## src/rtl/prpg_pattern_analyzer.sv

```systemverilog
// Statistics stage for PRPG patterns: Hamming distance between consecutive
// patterns, running HD sum/pair count, sequential-divider average, and seed period.
module prpg_pattern_analyzer #(
    parameter int W     = 8,
    parameter int CNT_W = 16
) (
    input  logic                     clk,
    input  logic                     rst,
    input  logic                     in_valid,
    input  logic [W-1:0]             in_pattern,
    output logic                     in_ready,
    input  logic                     finish,
    input  logic                     clear,
    output logic [$clog2(W+1)-1:0]   hd_last,
    output logic [CNT_W-1:0]         hd_sum,
    output logic [CNT_W-1:0]         pair_cnt,
    output logic [CNT_W-1:0]         avg_hd,
    output logic [CNT_W-1:0]         avg_rem,
    output logic [CNT_W-1:0]         period,
    output logic                     period_found,
    output logic                     stat_valid
);

    localparam int HD_W = $clog2(W + 1);
    localparam int DC_W = $clog2(CNT_W);

    typedef enum logic [1:0] {
        S_IDLE = 2'd0,
        S_RUN  = 2'd1,
        S_DIV  = 2'd2,
        S_DONE = 2'd3
    } state_t;

    state_t             state_q, state_d;
    logic [W-1:0]       seed_q, seed_d;
    logic [W-1:0]       prev_q, prev_d;
    logic [HD_W-1:0]    hd_last_q, hd_last_d;
    logic [CNT_W-1:0]   hd_sum_q, hd_sum_d;
    logic [CNT_W-1:0]   pair_cnt_q, pair_cnt_d;
    logic [CNT_W-1:0]   per_cnt_q, per_cnt_d;
    logic [CNT_W-1:0]   period_q, period_d;
    logic               period_found_q, period_found_d;
    logic [CNT_W-1:0]   avg_hd_q, avg_hd_d;
    logic [CNT_W-1:0]   avg_rem_q, avg_rem_d;
    logic [CNT_W-1:0]   quo_q, quo_d;
    logic [CNT_W-1:0]   rem_q, rem_d;
    logic [DC_W-1:0]    div_cnt_q, div_cnt_d;

    logic [W-1:0]       diff_bits;
    logic [HD_W-1:0]    pop;
    logic [CNT_W:0]     div_shift;
    logic [CNT_W:0]     div_diff;

    function automatic logic [CNT_W-1:0] sat_inc(input logic [CNT_W-1:0] v);
        return (v == '1) ? v : v + 1'b1;
    endfunction

    function automatic logic [CNT_W-1:0] sat_add(input logic [CNT_W-1:0] a,
                                                 input logic [HD_W-1:0]  h);
        logic [CNT_W:0] s;
        s = {1'b0, a} + (CNT_W + 1)'(h);
        return s[CNT_W] ? '1 : s[CNT_W-1:0];
    endfunction

    generate
        for (genvar gi = 0; gi < W; gi++) begin : g_xor
            assign diff_bits[gi] = prev_q[gi] ^ in_pattern[gi];
        end
    endgenerate

    always_comb begin
        pop = '0;
        for (int i = 0; i < W; i++) begin
            pop = pop + HD_W'(diff_bits[i]);
        end
    end

    // Restoring step: the remainder is always below the divisor, so the
    // sign bit of the trial subtraction decides the quotient bit.
    assign div_shift = {rem_q, quo_q[CNT_W-1]};
    assign div_diff  = div_shift - {1'b0, pair_cnt_q};

    always_comb begin
        state_d        = state_q;
        seed_d         = seed_q;
        prev_d         = prev_q;
        hd_last_d      = hd_last_q;
        hd_sum_d       = hd_sum_q;
        pair_cnt_d     = pair_cnt_q;
        per_cnt_d      = per_cnt_q;
        period_d       = period_q;
        period_found_d = period_found_q;
        avg_hd_d       = avg_hd_q;
        avg_rem_d      = avg_rem_q;
        quo_d          = quo_q;
        rem_d          = rem_q;
        div_cnt_d      = div_cnt_q;

        if (clear) begin
            state_d        = S_IDLE;
            seed_d         = '0;
            prev_d         = '0;
            hd_last_d      = '0;
            hd_sum_d       = '0;
            pair_cnt_d     = '0;
            per_cnt_d      = '0;
            period_d       = '0;
            period_found_d = 1'b0;
            avg_hd_d       = '0;
            avg_rem_d      = '0;
            quo_d          = '0;
            rem_d          = '0;
            div_cnt_d      = '0;
        end else begin
            case (state_q)
                S_IDLE: begin
                    if (finish) begin
                        state_d = S_DONE;
                    end else if (in_valid) begin
                        seed_d  = in_pattern;
                        prev_d  = in_pattern;
                        state_d = S_RUN;
                    end
                end
                S_RUN: begin
                    if (in_valid) begin
                        hd_last_d  = pop;
                        hd_sum_d   = sat_add(hd_sum_q, pop);
                        pair_cnt_d = sat_inc(pair_cnt_q);
                        prev_d     = in_pattern;
                        per_cnt_d  = sat_inc(per_cnt_q);
                        if ((in_pattern == seed_q) && !period_found_q) begin
                            period_d       = per_cnt_d;
                            period_found_d = 1'b1;
                        end
                    end
                    // A pattern accepted alongside finish is already folded into the dividend.
                    if (finish) begin
                        if (pair_cnt_d == '0) begin
                            state_d = S_DONE;
                        end else begin
                            state_d   = S_DIV;
                            quo_d     = hd_sum_d;
                            rem_d     = '0;
                            div_cnt_d = '0;
                        end
                    end
                end
                S_DIV: begin
                    if (!div_diff[CNT_W]) begin
                        rem_d = div_diff[CNT_W-1:0];
                        quo_d = {quo_q[CNT_W-2:0], 1'b1};
                    end else begin
                        rem_d = div_shift[CNT_W-1:0];
                        quo_d = {quo_q[CNT_W-2:0], 1'b0};
                    end
                    div_cnt_d = div_cnt_q + 1'b1;
                    if (div_cnt_q == DC_W'(CNT_W - 1)) begin
                        state_d   = S_DONE;
                        avg_hd_d  = quo_d;
                        avg_rem_d = rem_d;
                    end
                end
                default: begin
                end
            endcase
        end
    end

    always_ff @(posedge clk) begin
        if (rst) begin
            state_q        <= S_IDLE;
            seed_q         <= '0;
            prev_q         <= '0;
            hd_last_q      <= '0;
            hd_sum_q       <= '0;
            pair_cnt_q     <= '0;
            per_cnt_q      <= '0;
            period_q       <= '0;
            period_found_q <= 1'b0;
            avg_hd_q       <= '0;
            avg_rem_q      <= '0;
            quo_q          <= '0;
            rem_q          <= '0;
            div_cnt_q      <= '0;
        end else begin
            state_q        <= state_d;
            seed_q         <= seed_d;
            prev_q         <= prev_d;
            hd_last_q      <= hd_last_d;
            hd_sum_q       <= hd_sum_d;
            pair_cnt_q     <= pair_cnt_d;
            per_cnt_q      <= per_cnt_d;
            period_q       <= period_d;
            period_found_q <= period_found_d;
            avg_hd_q       <= avg_hd_d;
            avg_rem_q      <= avg_rem_d;
            quo_q          <= quo_d;
            rem_q          <= rem_d;
            div_cnt_q      <= div_cnt_d;
        end
    end

    assign in_ready     = (state_q == S_IDLE) || (state_q == S_RUN);
    assign stat_valid   = (state_q == S_DONE);
    assign hd_last      = hd_last_q;
    assign hd_sum       = hd_sum_q;
    assign pair_cnt     = pair_cnt_q;
    assign avg_hd       = avg_hd_q;
    assign avg_rem      = avg_rem_q;
    assign period       = period_q;
    assign period_found = period_found_q;

endmodule

```

## config.mk

```make
export PLATFORM = sky130hd
export DESIGN_NAME = prpg_pattern_analyzer
export DESIGN_NICKNAME = d
export VERILOG_FILES = /design/src/rtl/prpg_pattern_analyzer.sv
export SDC_FILE = /design/constraint.sdc
export NUM_CORES = 1
export LEC_CHECK = 0
export CAP_MARGIN = 20
export CORE_AREA = 2 2 134 136
export CTS_CLUSTER_SIZE = 12
export DETAILED_ROUTE_END_ITERATION = 8
export DIE_AREA = 0 0 136 138
export GPL_ROUTABILITY_DRIVEN = 0
export HOLD_SLACK_MARGIN = 0.06
export MAX_ROUTING_LAYER = met4
export PLACE_DENSITY = 0.72
export SLEW_MARGIN = 5
export SYNTH_ARGS = -nofsm -noshare
export SYNTH_HDL_FRONTEND = slang
export SYNTH_SLANG_ARGS = --single-unit
```

## constraint.sdc

```tcl
create_clock -name clk -period 5.4 [get_ports clk]
set_input_delay 0.81 -clock clk [delete_from_list [all_inputs] [get_ports clk]]
set_output_delay 0.81 -clock clk [all_outputs]
set_load 0.02 [all_outputs]
```

* Yosys cells after proc, flatten, opt, wreduce, memory -nomap -nowiden
Cells that the tools add are included.
** Word-level totals
- Register bits after elaboration :: 155
- Input bits :: 13
- Output and inout bits :: 87
** Cells by class
- Multiplexer cells :: 27
- Equal/unequal tests :: 12
- Reduce and logical (&&, ||, !) cells :: 16
- Bitwise gates (word level) :: 9
- Add/subtract/negate cells :: 12
** Operators with widths (number)
- 2-to-1 mux 16 bit :: 12
- one-hot mux 16 bit (2 select lines) :: 2
- adder 16 x 1 -> 16 bit (second input constant) :: 2
- == test 16 bit (second input constant) :: 2
- adder 16 x 4 -> 17 bit :: 1
- subtractor 17 x 16 -> 17 bit :: 1
- adder 4 x 1 -> 4 bit :: 4
- logical NOT 16 bit :: 1
- 2-to-1 mux 8 bit :: 2
- one-hot mux 8 bit (2 select lines) :: 1
- AND reduction 3 bit :: 3
- == test 8 bit :: 1
- 2-to-1 mux 2 bit :: 4
- 2-to-1 mux 4 bit :: 2
- inequality test 2 bit (second input constant) :: 4
- one-hot mux 4 bit (2 select lines) :: 1
- bitwise XOR 1 bit :: 8
- one-hot mux 2 bit (3 select lines) :: 1
- AND reduction 2 bit :: 3
- adder 3 x 1 -> 4 bit :: 1
- adder 4 x 1 -> 4 bit (second input constant) :: 1
- == test 2 bit (second input constant) :: 2
- == test 4 bit (second input constant) :: 1
- AND reduction 4 bit :: 1
- other kinds (13) :: 15

* Longest topological paths before layout
Gate-level depths: netlist (run 1).
- Depth in word-level cells :: 14
- Gate-level depth with buffers :: 19
- Depth with buffers taken out :: 18

* Worst setup path before layout (run 1)
No wires, ideal clock.
- Path kind :: input port to flip-flop
- Start :: input in_pattern[0]
- End :: register quo_q[10]
- Required time :: 5268 ps
- Path slack :: -104 ps
- Arrival :: 5372 ps
- Library setup time :: 132 ps
- Cell stages on the path :: 18
- Path through :: xor2_1 -> fa_1 -> fa_1 -> inv_1 -> fa_1 -> inv_1 -> ha_1 -> fa_1 -> inv_1 -> fa_1 -> nor2b_1 -> o21ai_0 -> and2_1 -> nor3_1 -> nand3_1 -> xnor2_1 -> o311ai_1 -> a21oi_1
** Between the ends
- Word-level cells in the longest chain between the ends :: 14
** Ends and longest elaborated chain
- start, declared :: RTL line 10 : input logic [W-1:0] in_pattern,
- bitwise XOR 1 bit :: RTL line 67 : assign diff_bits[gi] = prev_q[gi] ^ in_pattern[gi];
- adder 1 x 1 -> 2 bit :: RTL line 74 : pop = pop + HD_W'(diff_bits[i]);
- adder 2 x 1 -> 3 bit :: RTL line 74
- adder 3 x 1 -> 4 bit :: RTL line 74
- adder 4 x 1 -> 4 bit (4 in a row) :: RTL line 74
- named net pop[1] :: RTL line 50 : logic [HD_W-1:0] pop;
- adder 16 x 4 -> 17 bit :: RTL line 61 : s = {1'b0, a} + (CNT_W + 1)'(h);
- 2-to-1 mux 16 bit :: RTL line 62 : return s[CNT_W] ? '1 : s[CNT_W-1:0];
- 2-to-1 mux 16 bit :: RTL line 126 : if (in_valid) begin
- 2-to-1 mux 16 bit :: RTL line 139 : if (pair_cnt_d == '0) begin
- 2-to-1 mux 16 bit :: RTL line 138 : if (finish) begin
- one-hot mux 16 bit (2 select lines) :: RTL line 115 : case (state_q)
- end signal, assigned :: RTL line 198 : quo_q <= quo_d;
- end, declared :: RTL line 45 : logic [CNT_W-1:0] quo_q, quo_d;
The timed path passes the listed nets, and every way through them passes these cells. The select of a mux whose other input is x is not followed.
A chain may end at the register's enable or synchronous reset.

* Final worst setup path (run 1)
- Start :: input in_pattern[3]
- End :: register quo_q[14]
** Between the ends
- Word-level cells in the longest chain between the ends :: 12
** Ends and longest elaborated chain (RTL line)
- bitwise XOR 1 bit :: 67
- adder 3 x 1 -> 4 bit :: 74
- adder 4 x 1 -> 4 bit (4 in a row) :: 74
- named net pop[1] :: 50
- adder 16 x 4 -> 17 bit :: 61
- 2-to-1 mux 16 bit :: 62
- 2-to-1 mux 16 bit :: 126
- 2-to-1 mux 16 bit :: 139
- 2-to-1 mux 16 bit :: 138
- one-hot mux 16 bit (2 select lines) :: 115
The timed path passes the listed nets, and every way through them passes these cells. The select of a mux whose other input is x is not followed.

==> results of run 1 <==
[cells by family (layout without fill, tap and decap cells)]
| kind of cell | after synthesis | count (layout) | synth area share |
|---|---|---|---|
| multiplexers | 35 | 35 | 0.0409 |
| adder cells (fa/ha/maj) | 36 | 36 | 0.0574 |
| XOR/XNOR | 66 | 66 | 0.0670 |
| buffers and inverters | 101 | 203 | 0.0496 |
| AO/OA/AOI/OAI | 258 | 258 | 0.203 |
| flip-flops | 155 | 155 | 0.360 |
| AND/OR/NAND/NOR | 391 | 391 | 0.223 |
[sequential cells by signal (all words and copies together) (netlist names)]
signal / flops
hd_sum: 16
hd_last: 4
quo_q: 16
period_found: 1
avg_rem: 16
per_cnt_q: 16
rem_q: 16
avg_hd: 16
pair_cnt: 16
period: 16
state_q: 2
div_cnt_q: 4
seed_q: 8
prev_q: 8
[per-layer routing]
metal	track usage	vias up	part of all wire
li1	-	3875	-
met1	0.321	3638	0.48
met2	0.348	195	0.45
met3	0.0506	21	0.064
met4	0.0680	0	0.011
met5	-	-	0
[synthesized netlist by cell type, drive strengths merged (3+ instances only)]
master   instances  area share
fa               6       0.014
or2              5      0.0036
o22ai            4      0.0029
nand2b          16       0.012
ha              30       0.043
and4             4      0.0041
o2bb2ai         16       0.023
xnor2           36       0.037
clkbuf          36       0.016
nor4             6      0.0078
nand3           40       0.026
o311ai           8      0.0090
nor3            33       0.020
nor2           123       0.054
nand3b           6      0.0052
and3            19       0.014
a21oi           90       0.053
nor2b           11      0.0080
o21a             4      0.0035
a311oi          11       0.011
and2             4      0.0029
mux2i           33       0.038
inv             39       0.017
or3             11      0.0080
a31oi           19       0.016
o21ai           60       0.035
dfxtp          155        0.36
a21boi           4      0.0035
nand4           16       0.012
buf             26       0.017
a21o            10      0.0087
xor2            30       0.030
nand2           91       0.040
a211oi          18       0.019
a2111oi          3      0.0059
[power groups by stage]
stage / clock network [mW] / logic, mW / registers (mW)
finish: 1.26 / 0.377 / 1.17
floorplan: 0 / 0.249 / 1.19
CTS: 1.28 / 0.374 / 1.17
global route: 1.33 / 0.421 / 1.17
detailed placement: 0 / 0.369 / 1.19
global placement: 0 / 0.362 / 1.19
[worst paths after layout]
path                      start    endpoint  slack [ns]
setup / recovery  in_pattern[3]   quo_q[14]        0.26
hold / removal       avg_hd[11]  avg_hd[11]        0.45
setup reg to reg      prev_q[1]   quo_q[14]        0.57
hold reg to reg      avg_hd[11]  avg_hd[11]        0.45
[per-stage QoR]
step | total power, mW | util
after detailed placement | 1.56 | 0.563
after global routing | 2.92 | 0.602
final | 2.81 | 0.602
after CTS | 2.82 | 0.599
after global placement | 1.56 | 0.563
after floorplan | 1.44 | -
[area by class of cell]
cell class	instances	area share
clock inverter	11	0.0148
multi-input combinational	786	0.489
clock buffer	21	0.0436
inverter	39	0.0139
tap	229	0.0271
timing repair buffer	132	0.118
sequential	155	0.294
[timing repair]
item | 4_1_cts | 5_1_grt
hold endpoints to repair | 0 | 0
gates resized for setup | 7 | 8
endpoints found under the setup margin | 21 | 27
pin swaps | 3 | 7
setup buffers | 0 | 1
[critical path, cell delays in order]
cell and delay (ns):
dlygate4sd2_1 0.27, xor2_2 0.19, fa_1 0.48, fa_1 0.54, inv_1 0.05, fa_1 0.52, inv_1 0.04, ha_2 0.19
fa_1 0.53, inv_1 0.06, fa_2 0.35, nor2b_2 0.15, o21ai_2 0.09, a2111oi_4 0.37, buf_4 0.19, nand3_1 0.09
mux2i_1 0.25, nor2_1 0.07, a21oi_1 0.12, a21oi_1 0.07
==> key figures, run 1 <==
Finish
  – Nets: 1180
  – Most frequent cells in the layout: dfxtp_1, nor2_1, clkdlybuf4s50_1
  – Final Non-Filler Cells: 1373
  – Area occupied by multi-input gates: 5160 µm²
  – Most common cell after layout, fill and taps aside: dfxtp_1
  – Ant diodes: 0
  – Synth-to-Final Area Change: 22.3%
  – Fillers: 1600
  – FF+latch area: 3100 µm²
  – Fin area: 10600 µm²
  – Share of layout cells above drive strength 1: 0.101

Critical path
  – Critical path arrival: 5.46 ns
  – CP max FO: 5
  – Crit Path Category: primary input to flop
  – Setup crit end kind: flop
  – Startpoint types: primary input
  – R2R cell count: 19
  – CP required: 5.72 ns

Pwr
  – Sequential fraction of design power: 0.416
  – Pwr/cell area: 266 nW/µm²
  – Combinational Power Share: 0.134
  – Pleak: 3.80 nW
  – Worst vdd ir: 0.253 mV
  – Switching power of the nets: 0.741 mW
  – Sw Share: 0.264
  – Cell-internal power: 2.07 mW
  – Clock power frac: 0.450

Synthesis
  – Post-synthesis area per instance: 8.28 µm²
  – Synthesis warning total: 0
  – Yosys cell types: 71
  – Syn Nets: 1091
  – Number of synthesized flops with an enable pin: 0
  – Primary FF master, synth: dfxtp_1
  – Sequential area share after synthesis: 0.360
  – Synth async-reset ratio: 0
  – Mapped Area: 8630 µm²
  – Register bit total from synthesis: 155
  – Post-Synthesis Cells: 1042

Floorplan
  – Die Height: 138 µm
  – Core area: 17500 µm²
  – DIE AREA: 18800 µm²
  – Initial Util: 0.492
  – Num rows: 49
  – I/O pins: 100
  – Die Width: 136 µm

CTS
  – Clock slew at reported path FFs: 0.06 ns
  – Post-CTS Hold Buffers: 0
  – Clock latency at the later pin of the worst-skew pair: 0.43 ns
  – Clock Tree Buf Depth: 2
  – Clock buffer count from CTS: 17
  – Clock root buffer: clkbuf_16
  – H-tree Lvls: 4
  – Clock Sinks: 155
  – CTS tree: yes

STA
  – Setup ws final: 0.261 ns
  – Final setup viols: 0
  – Period utilisation layout: 0.952
  – Final hold vios: 0
  – Setup TNS: 0 ns
  – Skew final: 0.00877 ns
  – Max-slew violations: 0
  – Max transition margin: 0.270
  – Worst hold slack: 0.453 ns
  – RSZ-0062 raised after global routing: false
  – Min Tclk post-route: 5.14 ns
  – Fmax: 195 MHz
  – Pin slew with the least headroom to its limit: 1.09 ns

Detailed routing
  – Antenna Nets Post-Route: 0
  – First-pass DRT Iterations: 5
  – Via count: 7729
  – Starting DRC count in detailed routing: 511
  – Vias per cell: 5.63
  – Drc violations: 0
  – Final WL: 21.4 mm
  – Drt wl/cell: 15.6 µm

Place
  – Placed inst area: 9880 µm²
  – Placed cells: 1339
  – IO Port Bufs: 99
  – Setup Slack @ Placement: -0.581 ns
  – HPWL after DPL: 15.1 mm

Global routing
  – Initial antenna violation count: 0
  – Largest net degree at the start of global routing: 71
  – First-pass GRT wire length: 34.7 mm
  – GR Util All Layers: 0.234
  – Gr ovfl total: 0
  – Number of global-route vias before repair: 6988

Worst hold path
  – Hold path cells: 2
  – Hold WC Path Type: flop to flop

Run
  – Max Cap Viol: 0

Outcome
  – Run status: finished, final reports clean
No activity file was read; power rests on OpenSTA's default activity.
==> inputs of run 2 (changes only) <==
--- a/config.mk
+++ b/config.mk
@@ -8,6 +8,6 @@
 export CAP_MARGIN = 20
-export CORE_AREA = 2 2 134 136
+export CORE_AREA = 2 2 129 131
 export CTS_CLUSTER_SIZE = 12
 export DETAILED_ROUTE_END_ITERATION = 8
-export DIE_AREA = 0 0 136 138
+export DIE_AREA = 0 0 131 133
 export GPL_ROUTABILITY_DRIVEN = 0
@@ -15,3 +15,3 @@
 export MAX_ROUTING_LAYER = met4
-export PLACE_DENSITY = 0.72
+export PLACE_DENSITY = 0.74
 export SLEW_MARGIN = 5
==> constraint.sdc (replaced) <==
create_clock -name clk -period 5 [get_ports clk]
set_input_delay 1 -clock clk [delete_from_list [all_inputs] [get_ports clk]]
set_output_delay 1 -clock clk [all_outputs]
set_load 0.02 [all_outputs]
==> run 2 against run 1 <==
Compared with the run above: worst setup slack got worse by 0.26 ns; total power increased by 9.1%; routed wire length increased by 2.7%; via count increased by 1.6%; first-iteration DRC count increased by 33%; critical endpoint is now hd_sum[12]; sequential cell count unchanged; die area decreased by 7.2%; clock skew decreased by 0.0016 ns; critical path type unchanged.
==> key figures, run 2 (synthesized netlist as in run 1, its figures left out) <==
Outcome
  – Run status: finished, final reports clean

STA
  – Min Tclk post-route: 5.00 ns
  – Max transition margin: 0.357
  – Max-slew violations: 0
  – Final hold vios: 0
  – RSZ-0062 raised after global routing: true
  – Final setup viols: 0
  – Pin slew with the least headroom to its limit: 0.964 ns
  – Worst hold slack: 0.453 ns
  – Setup TNS: 0 ns
  – Skew final: 0.00720 ns
  – Period utilisation layout: 0.999
  – Fmax: 200 MHz

CTS
  – CTS tree: yes
  – Clock Sinks: 155
  – H-tree Lvls: 4
  – Clock Tree Buf Depth: 2
  – Clock slew at reported path FFs: 0.06 ns
  – Clock latency at the later pin of the worst-skew pair: 0.43 ns
  – Clock buffer count from CTS: 17
  – Clock root buffer: clkbuf_16
  – Post-CTS Hold Buffers: 0

Place
  – IO Port Bufs: 99
  – Placed cells: 1337
  – HPWL after DPL: 15.1 mm

Floorplan
  – Die Height: 133 µm
  – I/O pins: 100
  – Num rows: 47
  – Die Width: 131 µm
  – DIE AREA: 17400 µm²
  – Core area: 16200 µm²
  – Initial Util: 0.534

Critical path
  – Critical path arrival: 5.32 ns
  – Startpoint types: primary input
  – Crit Path Category: primary input to flop
  – CP max FO: 4
  – CP required: 5.32 ns
  – Setup crit end kind: flop

Finish
  – Final Non-Filler Cells: 1371
  – Fillers: 1340
  – Area occupied by multi-input gates: 5270 µm²
  – Share of layout cells above drive strength 1: 0.126
  – Most frequent cells in the layout: dfxtp_1, nor2_1, clkdlybuf4s50_1
  – Synth-to-Final Area Change: 24.1%
  – Nets: 1187
  – FF+latch area: 3100 µm²
  – Most common cell after layout, fill and taps aside: dfxtp_1
  – Fin util: 0.662
  – Ant diodes: 0

Global routing
  – GR Util All Layers: 0.260
  – Initial antenna violation count: 0
  – Number of global-route vias before repair: 7171
  – First-pass GRT wire length: 35.6 mm
  – Largest net degree at the start of global routing: 70
  – Gr ovfl total: 0

Detailed routing
  – Antenna Nets Post-Route: 0
  – First-pass DRT Iterations: 5
  – Via count: 7852
  – Final WL: 22.0 mm
  – Drc violations: 0
  – Drt wl/cell: 16.0 µm
  – Vias per cell: 5.73
  – Starting DRC count in detailed routing: 680

Run
  – Max Cap Viol: 0

Pwr
  – Worst vdd ir: 0.239 mV
  – Pleak: 3.84 nW
  – Final Power: 3.06 mW
  – Pwr/cell area: 286 nW/µm²

Worst hold path
  – Hold WC Path Type: flop to flop
run 2: area by class of cell:
type,instances,share of cell area
Inverter,39,0.0137
Sequential cell,155,0.290
Clock inverter,14,0.0172
Tap cell,220,0.0257
Timing Repair Buffer,139,0.121
Clock buffer,18,0.0410
Multi-Input combinational cell,786,0.492
run 2: power by group:
group,internal [mW],leakage [nW],switching [mW]
clock,0.811,0.292,0.566
sequential,1.25,1.25,0.0126
combinational,0.178,2.30,0.250
run 2: final timing paths:
kind         slack, ns  depth (start not counted)          start          to
max              0.004                         20  in_pattern[3]  hd_sum[12]
min               0.45                          2      avg_hd[7]   avg_hd[7]
max reg2reg       0.30                         19      prev_q[3]  hd_sum[12]
min reg2reg       0.45                          2      avg_hd[7]   avg_hd[7]
run 2: critical path, cell delays in order:
cell and delay (ns):
buf_6 0.10, xor2_2 0.14, fa_1 0.50, fa_1 0.49, inv_1 0.05, fa_1 0.47, inv_1 0.05, ha_2 0.19
fa_1 0.55, inv_2 0.05, fa_2 0.36, nor2b_4 0.14, o21ai_4 0.07, a2111oi_4 0.42, buf_4 0.21, nand3b_1 0.09
o21ai_2 0.11, buf_4 0.14, nor2_2 0.03, o21a_1 0.16
run 2: per-layer routing:
layer | wire length, µm | GRT usage
met1 | 10200 | 0.351
met2 | 10200 | 0.396
met3 | 1290 | 0.0485
met4 | 382 | 0.0792
met5 | 0 | -
run 2: timing repair:
action	in CTS	in global routing
setup buffers	1	1
pin swaps	16	18
endpoints found under the hold margin	0	0
setup endpoints to repair	32	27
gates resized for setup	25	16
run 2: through the flow:
step | setup slack, ns | cell area [µm²]
5_1_grt | -0.148 | 10700
3_5_place_dp | -0.946 | 9970
2_1_floorplan | -0.210 | 8690
3_3_place_gp | -0.823 | 9970
4_1_cts | -0.0471 | 10600
6_report | 0.00405 | 10700
==> inputs of run 3 (changes only) <==
Clock period 5 ns to 5.85 ns, I/O delays scaled along.
==> run 3 against run 2 <==
Compared with the run above: routed wire length decreased by 3.9%; die area unchanged; highest routed layer unchanged; clock power decreased by 22%; largest power group is now registers; clock skew increased by 0.0035 ns; cell area decreased by 1.1%; total power decreased by 18%; combinational power decreased by 16%; utilization decreased by 0.75 points; non-clock buffer count increased by 3; via count decreased by 0.94%.
==> key figures, run 3 (synthesized netlist as in run 1, its figures left out) <==
Place
  – IO Port Bufs: 99
  – HPWL after DPL: 14.6 mm
  – Placed inst area: 9950 µm²
  – Setup Slack @ Placement: -0.547 ns
  – Placed cells: 1341

Critical path
  – Critical path arrival: 5.81 ns
  – CP max FO: 5
  – Crit-path slowest cell: fa_1
  – Crit path buf inv count: 5
  – Crit Path Category: primary input to flop
  – CP required: 6.19 ns
  – Crit-path leading delay family: adder cells
  – Crit path top cell by count: fa_1
  – Setup crit end kind: flop
  – Startpoint types: primary input
  – CP max stage delay: 0.54 ns
  – CP cell instances: dlymetal6s2s_1 > xor2_2 > fa_1 > fa_1 > inv_1 > fa_1 > inv_1 > ha_2 > fa_1 > inv_1 > fa_2 > nor2b_2 > o21ai_2 > a2111oi_4 > buf_4 > nand3_1 > mux2i_1 > or2_2 > a21oi_1

Finish
  – Ant diodes: 0
  – Fillers: 1370
  – Nets: 1190
  – Fin area: 10600 µm²
  – Final Non-Filler Cells: 1373
  – Synth-to-Final Area Change: 22.7%
  – Share of layout cells above drive strength 1: 0.109
  – Most common cell after layout, fill and taps aside: dfxtp_1
  – Most frequent cells in the layout: dfxtp_1, nor2_1, clkdlybuf4s50_1
  – Fin util: 0.655

Global routing
  – First-pass GRT wire length: 35.0 mm
  – Gr ovfl total: 0
  – Initial antenna violation count: 0
  – Number of global-route vias before repair: 7164
  – Largest net degree at the start of global routing: 70
  – GR Util All Layers: 0.255

STA
  – Pin slew with the least headroom to its limit: 1.00 ns
  – Final hold vios: 0
  – Period utilisation layout: 0.935
  – Min Tclk post-route: 5.47 ns
  – Max transition margin: 0.327
  – Final setup viols: 0
  – RSZ-0062 raised after global routing: false
  – Setup TNS: 0 ns
  – Worst hold slack: 0.452 ns
  – Max-slew violations: 0
  – Fmax: 183 MHz
  – Setup ws final: 0.383 ns
  – Skew final: 0.0107 ns

Floorplan
  – Die Width: 131 µm
  – DIE AREA: 17400 µm²
  – Die Height: 133 µm
  – Core area: 16200 µm²
  – Initial Util: 0.534
  – I/O pins: 100
  – Num rows: 47

CTS
  – Clock slew at reported path FFs: 0.06 ns
  – Clock root buffer: clkbuf_16
  – Clock Tree Buf Depth: 2
  – CTS tree: yes
  – H-tree Lvls: 4
  – Clock buffer count from CTS: 17
  – Clock latency at the later pin of the worst-skew pair: 0.43 ns
  – Clock Sinks: 155
  – Post-CTS Hold Buffers: 0

Detailed routing
  – Antenna Nets Post-Route: 0
  – Drt wl/cell: 15.4 µm
  – Drc violations: 0
  – Final WL: 21.1 mm
  – Starting DRC count in detailed routing: 533
  – First-pass DRT Iterations: 5
  – Via count: 7778
  – Vias per cell: 5.66

Outcome
  – Run status: finished, final reports clean

Pwr
  – Pleak: 3.84 nW
  – Pwr/cell area: 237 nW/µm²
  – Final Power: 2.52 mW
  – Worst vdd ir: 0.180 mV

Worst hold path
  – Hold WC Path Type: flop to flop

Run
  – Max Cap Viol: 0
[run 3: power by group]
part | switching, mW | internal (mW)
sequential | 0.0105 | 1.07
combinational | 0.210 | 0.147
clock | 0.448 | 0.631
total | 0.669 | 1.85
[run 3: what timing repair did]
| action | CTS | global route |
|---|---|---|
| gates resized for setup | 5 | 12 |
| setup buffers | 0 | 1 |
| setup endpoints to repair | 17 | 28 |
| pin swaps | 1 | 5 |
| cloned | 0 | 0 |
[run 3: final timing paths]
kind                            cells past startpoint  slack, ns          start          to
worst max-delay path                               19       0.38  in_pattern[3]  hd_sum[14]
worst min-delay path                                2       0.45      avg_hd[5]   avg_hd[5]
worst min register to register                      2       0.45      avg_hd[5]   avg_hd[5]
worst max register to register                     18       0.99      prev_q[1]  hd_sum[14]
[run 3: cell type report]
cell class / count / area, µm² / area share
Clock buffer: 23 / 488 / 0.0461
Inverter: 39 / 146 / 0.0138
Timing Repair Buffer: 142 / 1320 / 0.125
Sequential cell: 155 / 3100 / 0.293
Multi-Input combinational cell: 786 / 5170 / 0.488
Tap cell: 220 / 275 / 0.0260
Clock inverter: 8 / 86.3 / 0.00815
[run 3: layer usage]
metal | wire (µm) | vias up | global-route usage
li1 | - | 3899 | -
met4 | 299 | 0 | 0.0804
met5 | 0 | - | -
met3 | 1240 | 27 | 0.0578
met1 | 9840 | 3643 | 0.343
met2 | 9760 | 209 | 0.379
[run 3: tightest hold or removal path, cell delays in order, from the launching register on]
cell and delay, ns:
dfxtp_1 0.31, nand2_1 0.05, a21oi_1 0.05
